$ cat src/rtl/score_bcd_converter.sv
// Sequential double-dabble binary-to-BCD encoder for the score display.
// Converts one bit per clock and updates the packed BCD output word in a single step.
//
// state   | meaning
// --------+------------------------------------------------------------
// ST_IDLE | waiting for start; BCD_bits holds the last completed result
// ST_SHIFT| one add-3/shift iteration per clock, BIN_WIDTH iterations
// ST_DONE | copy scratch into BCD_bits and pulse done
module score_bcd_converter #(
    parameter int BIN_WIDTH = 27,
    parameter int DIGITS    = 8
) (
    input  logic                    clk,
    input  logic                    reset,
    input  logic                    start,
    input  logic [BIN_WIDTH-1:0]    binary_in,
    output logic [4*DIGITS-1:0]     BCD_bits,
    output logic                    busy,
    output logic                    done
);

    localparam int          BCD_W   = 4 * DIGITS;
    localparam int          CNT_W   = $clog2(BIN_WIDTH + 1);
    localparam logic [63:0] MAX_VAL = (64'd10 ** DIGITS) - 64'd1;

    typedef enum logic [1:0] {
        ST_IDLE,
        ST_SHIFT,
        ST_DONE
    } state_t;

    state_t                 state_q,   state_d;
    logic [BCD_W-1:0]       scratch_q, scratch_d;
    logic [BIN_WIDTH-1:0]   operand_q, operand_d;
    logic [CNT_W-1:0]       count_q,   count_d;
    logic [BCD_W-1:0]       bcd_q,     bcd_d;
    logic                   busy_q,    busy_d;
    logic                   done_q,    done_d;

    logic [BCD_W-1:0]       scratch_adj;
    logic [BIN_WIDTH-1:0]   operand_sat;

    function automatic logic [BCD_W-1:0] add3_digits(input logic [BCD_W-1:0] v);
        logic [BCD_W-1:0] r;
        r = v;
        for (int i = 0; i < DIGITS; i++) begin
            if (r[4*i +: 4] >= 4'd5) begin
                r[4*i +: 4] = r[4*i +: 4] + 4'd3;
            end
        end
        return r;
    endfunction

    assign scratch_adj = add3_digits(scratch_q);

    // Scores beyond the display range clamp to all nines.
    assign operand_sat = ({{(64-BIN_WIDTH){1'b0}}, binary_in} > MAX_VAL)
                         ? BIN_WIDTH'(MAX_VAL) : binary_in;

    always_comb begin
        state_d   = state_q;
        scratch_d = scratch_q;
        operand_d = operand_q;
        count_d   = count_q;
        bcd_d     = bcd_q;
        busy_d    = busy_q;
        done_d    = 1'b0;
        case (state_q)
            ST_IDLE: begin
                if (start) begin
                    operand_d = operand_sat;
                    scratch_d = '0;
                    count_d   = CNT_W'(BIN_WIDTH);
                    busy_d    = 1'b1;
                    state_d   = ST_SHIFT;
                end
            end
            ST_SHIFT: begin
                {scratch_d, operand_d} = {scratch_adj, operand_q} << 1;
                count_d = count_q - CNT_W'(1);
                if (count_q == CNT_W'(1)) begin
                    state_d = ST_DONE;
                end
            end
            ST_DONE: begin
                bcd_d   = scratch_q;
                done_d  = 1'b1;
                busy_d  = 1'b0;
                state_d = ST_IDLE;
            end
            default: begin
                state_d = ST_IDLE;
                busy_d  = 1'b0;
            end
        endcase
    end

    always_ff @(posedge clk) begin
        if (reset) begin
            state_q   <= ST_IDLE;
            scratch_q <= '0;
            operand_q <= '0;
            count_q   <= '0;
            bcd_q     <= '0;
            busy_q    <= 1'b0;
            done_q    <= 1'b0;
        end else begin
            state_q   <= state_d;
            scratch_q <= scratch_d;
            operand_q <= operand_d;
            count_q   <= count_d;
            bcd_q     <= bcd_d;
            busy_q    <= busy_d;
            done_q    <= done_d;
        end
    end

    assign BCD_bits = bcd_q;
    assign busy     = busy_q;
    assign done     = done_q;

endmodule
$ cat config.mk
export PLATFORM = sky130hd
export DESIGN_NAME = score_bcd_converter
export DESIGN_NICKNAME = d
export VERILOG_FILES = /design/src/rtl/score_bcd_converter.sv
export SDC_FILE = /design/constraint.sdc
export NUM_CORES = 1
export LEC_CHECK = 0
export ABC_CLOCK_PERIOD_IN_PS = 2100
export BUFFER_PORTS_ARGS = -buffer_cell sky130_fd_sc_hd__buf_2
export CORE_AREA = 2 2 125 127
export DETAILED_ROUTE_END_ITERATION = 10
export DIE_AREA = 0 0 127 129
export SLEW_MARGIN = 20
export SYNTH_ARGS = -nofsm -noshare
export SYNTH_HDL_FRONTEND = slang
export SYNTH_SLANG_ARGS = --single-unit
$ cat constraint.sdc
create_clock -name clk -period 2.1 [get_ports clk]
set_clock_uncertainty 0.05 [all_clocks]
set_input_delay 0.105 -clock clk [delete_from_list [all_inputs] [get_ports clk]]
set_output_delay 0.105 -clock clk [all_outputs]
set_load 0.1 [all_outputs]
-- After elaboration in Yosys (flattened, before gate mapping)
Index checks and enable logic that the tools add are counted.
Widths: inputs -> output; s select.
- flip-flop bits (word level): 100
- input bits: 30
- output and inout port bits: 34
- logic and storage cells: 57
- add/sub/neg operators: 9
- order comparisons: 9
- equal/unequal tests: 5
- mux-type cells: 21
- bitwise logic cells: 1
- reductions and logical operators: 5
- operator list (cell ; number):
    $pmux 32 s2 ; 1
    $mux 27 ; 2
    $pmux 27 s2 ; 1
    $ge 4x3->1 const B ; 8
    $mux 32 ; 1
    $add 4x2->4 const B ; 7
    $mux 4 ; 7
    $gt 27x27->1 const B ; 1
    $pmux 5 s2 ; 1
    $reduce_and 2->1 ; 3
    $eq 5x1->1 const B ; 1
    $mux 5 ; 1
    $sub 5x1->5 const B ; 1
    $mux 2 ; 2
    $ne 2x2->1 const B ; 2
    $pmux 2 s2 ; 1
    $add 3x2->3 const B ; 1
    $mux 3 ; 1
    $eq 2x1->1 const B ; 1
    $eq 2x2->1 const B ; 1
    $logic_not 2->1 ; 1
    $mux 1 ; 2
    $pmux 1 s2 ; 1
    $reduce_bool 2->1 ; 1
    $not 1->1 ; 1

-- Depth between registers and ports, before layout
- depth in word-level cells: 4
- depth in mapped cells: 7
- mapped depth without buffers: 7

-- Worst setup path before layout
OpenSTA, ideal clock, no wires.
- path type: flip-flop to flip-flop
- start point: register state_q[1]
- end point: register operand_q[11]
- setup time: 0.128 ns
- arrival time: 1.387 ns
- slack: 0.535 ns
- cell stages (with the launch flop): 7
- path buffers: 3
- path through: dfxtp_1 -> buf_2 -> or2_2 -> clkbuf_1 -> buf_2 -> a222oi_1 -> nor2_1
- cells in the longest elaborated chain, start to end: 3
- elaborated cells on any way between the ends: 6
- classes of those cells: eq/ne (2); mux (1); reduce/logical (3)
- RTL lines (element ; line ; source):
    from (decl) ; 32 ; state_t state_q, state_d;
    from (signal assigned) ; 108 ; state_q <= state_d;
    $eq 2x1->1 / $logic_not 2->1 (equally long branches) ; 68 ; case (state_q)
    $reduce_bool 2->1 (no line) / $ne 2x2->1 (equally long branches) ; -- ;
    $reduce_and 2->1 (no line) ; -- ;
    to (signal assigned) ; 110 ; operand_q <= operand_d;
    to (decl) ; 34 ; logic [BIN_WIDTH-1:0] operand_q, operand_d;
Parallel ways exist; a longest one is shown, timed or not.
A chain may end at the register's enable or synchronous reset.

-- Final worst setup path
- start point: input binary_in[12]
- end point: register operand_q[1]
- cells in the longest elaborated chain, start to end: 4
- RTL lines (element ; line ; source):
    from (decl) ; 16 ; input logic [BIN_WIDTH-1:0] binary_in,
    $gt 27x27->1 ; 57 ; assign operand_sat = ({{(64-BIN_WIDTH){1'b0}}, binary_in} > MAX_VAL)
    $mux 27 ; 58 ; ? BIN_WIDTH'(MAX_VAL) : binary_in;
    $mux 27 ; 70 ; if (start) begin
    $pmux 27 s2 ; 68 ;
No other way between the ends. The select of a mux whose other input is x is not followed.

==> summary.md <==
| Metric | Value |
|---|---|
| Antenna cells | 0 |
| Main synth FF type | dfxtp_1 |
| Slowest stage delay, CP | 0.51 ns |
| Nets | 633 |
| Simple-Gate Fraction of Synth Area | 0.171 |
| Hpwl dp | 7250 um |
| Peak VDD IR | 0.000386 V |
| Layout cells sized above 1 | 0.169 |
| Drt initial violations | 273 |
| Maximum fanout along the worst path | 10 |
| Initial core utilization | 0.294 |
| Distinct cells, synth | 40 |
| DRC | 0 |
| Wire length per cell | about 14 um |
| Core area | ~15000 um^2 |
| Pwr dens | 773 nW/um^2 |
| Mux contribution to synthesized area | 0.00228 |
| Avg Inst Size Synth | 8.31 um^2 |
| Synth Area in Adders | 0.0512 |
| Post-synthesis xor/xnor area fraction | 0.0339 |
| Seq pwr share | 0.493 |
| Top Ports | 64 |
| Synthesis Warnings | 0 |
| Final min period | 1.75 ns |
| Finished Core Util | 0.352 |
| Pin count of the biggest net entering global routing | 43 |
| Power share of the clock group | 0.408 |
| FP Rows | 45 |
| Final worst path period share | 0.831 |
| Post-synthesis register bit count | 100 |
| Post-synthesis compound-gate area fraction | 0.236 |
| CTS tree | done |
| Vias in the first global route | 3743 |
| Top cell type's share of synthesized area | 0.455 |
| Via density | 5.12 |
| GRT Total Usage | 0.131 |
| EDFF count, synth | 0 |
| Main combinational cell family by area after synthesis | compound AO/OA/AOI/OAI gates |
| Slew @ Worst Pin | 0.652 ns |
| Fin. Hold Viols | 0 |
| Hold Slack | 0.00991 ns |
| Worst hold path type | primary input to flip-flop |
| Root Driver | clkbuf_16 |
| Number of buffers created by CTS | 9 |
| # fillers | roughly 1600 |
| Gpl congestion | 0.766 |
| Clock tree buffer depth | 2 |
| Cells after synthesis | 529 |
| Rel. slew slack | 0.565 |
| Fmax | ~0.57 GHz |
| Die Ht | 129 um |
| Clk sinks | 100 |
| Mapped Area | 4400 um^2 |
| Cell breakdown of the critical path | dlygate4sd3_1, buf_2, nor2_1, o31ai_2, a221o_2, o21ba_4, a211oi_1 |
| Pleak | 2.00 nW |
| Register area share after synthesis | 0.455 |
| Grt ovf | 0 |
| Startpoint Class | primary input |
| Clk slew on worst S/H paths | 0.07 ns |
| Combinational share of power | 0.099 |
| DRT antenna net count | 0 |
| Initial antenna violation count | 0 |
| NetSw | 1.01 mW |
| Worst Path Required | 2.30 ns |
| Status | finished clean |
| Final setup vio count | 0 |
| Max-cap viol count | 0 |
| Crit path max-delay cell type | dlygate4sd3_1 |
| Critical Setup Path Class | primary input to flip-flop |
| P_int | 3.07 mW |
| Via count | 3980 |
| Inst Count DP | roughly 760 |
| Final Non-Filler Cells | between 700 and 800 |
| Setup TNS | 0 ns |
| Worst skew pair latency | 0.35 ns |
| Crit end category | flip-flop |
| Postcts setup bufs | 0 |
| I/O Buffers | 63 |
| Width of the die | 127 um |
| Routed WL | 10700 um |
| First-pass GRT wire length | 17600 um |
| Syn Nets | 577 |
| Max Slew Vio Count | 0 |
| Overall die area | 16400 um^2 |
| Htree depth | 3 |
| Post-synth ARST share | 0 |
| RSZ-0062 raised after global routing | false |
| Pre-Repair DR Iteration Count | 5 |
| Ranking of synthesized cells by area | dfxtp_1 (46%), a21oi_1 (8.5%), nand2_1 (8.3%) |
| WP data arrival | 1.95 ns |
| Sw frac | 0.247 |
| Area Overhead vs Synth | 19.9% |
| Overall power | 4.08 mW |
| Area leader, netlist | dfxtp_1 |
| Worst reg2reg setup slack | 0.40 ns |
synthesized netlist by cell type, drive strengths merged, types with 9 or more instances:
cell and number:
dfxtp 100, inv 20, xnor2 16, o21ai 15
a21oi 75, nand3 16, o221ai 10, nor3 11
a22oi 13, nor2 34, nand2b 9, clkbuf 31
ha 18, nand2 97
repair_timing:
item,CTS,global route
hold buffers,4,0
resized for setup,0,0
endpoints found under the hold margin,4,0
layout make-up:
type / count / area (um^2) / share of cell area
clock buffer: 12 / 246 / 0.0467
clock inverter: 4 / 48.8 / 0.00925
inverter: 20 / 75.1 / 0.0142
multi-input combinational: 373 / 2180 / 0.414
sequential: 100 / 2000 / 0.380
tap: 188 / 235 / 0.0446
timing repair buffer: 81 / 485 / 0.0921
through the flow:
step                worst slack (ns)  area, um^2
floorplan                      0.535        4400
finish                         0.354        5270
global placement               0.506        4940
global route                   0.243        5270
detailed placement             0.407        4940
CTS                            0.359        5270
layer usage:
layer	track usage	wire length, um
met1	0.167	4950
met2	0.212	4880
met3	0.0353	605
met4	0.0556	294
met5	0	0
registers in the layout, indices dropped and copies added, names as in the netlist:
signal     cells
BCD_bits      32
scratch_q     32
operand_q     27
count_q        5
state_q        2
busy           1
done           1
path summary, 6_finish.rpt:
check / from / to / depth (start not counted)
worst min register to register: BCD_bits[1] / BCD_bits[1] / 2
worst max register to register: state_q[0] / scratch_q[2] / 6
worst min-delay path: binary_in[11] / operand_q[11] / 3
worst max-delay path: binary_in[12] / operand_q[1] / 7
power by group through the flow:
stage	logic [mW]	registers (mW)	clock network [mW]
final	0.403	2.01	1.67
after floorplan	0.260	2.05	0
after global routing	0.446	2.02	1.79
after global placement	0.386	2.05	0
after detailed placement	0.397	2.05	0
after CTS	0.403	2.01	1.72
cells by family (layout without fill, tap and decap cells):
kind of cell | Yosys count | count (layout)
buffers and inverters | 56 | 117
AND/OR/NAND/NOR | 177 | 177
flip-flops | 100 | 100
AO/OA/AOI/OAI | 160 | 160
adder cells (fa/ha/maj) | 18 | 18
multiplexers | 1 | 1
XOR/XNOR | 17 | 17
cells in the final DEF, fill, tap and decap left out, types with 3 or more instances in the layout:
cell	Yosys	final
ha_1	18	18
a211oi_1	6	6
nor2_1	33	33
a222oi_1	5	5
nand3_1	16	16
buf_2	3	63
o22ai_1	7	7
buf_4	0	12
a21oi_1	75	75
dfxtp_1	100	100
o21ai_0	15	15
clkbuf_16	0	9
o211ai_1	7	7
inv_1	20	20
a32oi_1	7	7
a21o_1	7	7
xnor2_1	16	16
nand2_1	97	97
nor3_1	11	11
o221ai_1	10	10
nand2b_1	9	9
a22oi_1	13	13
nor4_1	3	3
dlygate4sd3_1	0	4
critical path, delay by kind of cell:
family	cells	cell delay, ns
compound gates	4	1.16
simple gates	1	0.05
buf+inv	2	0.63
Note: power is estimated with default switching activity, not from simulation.
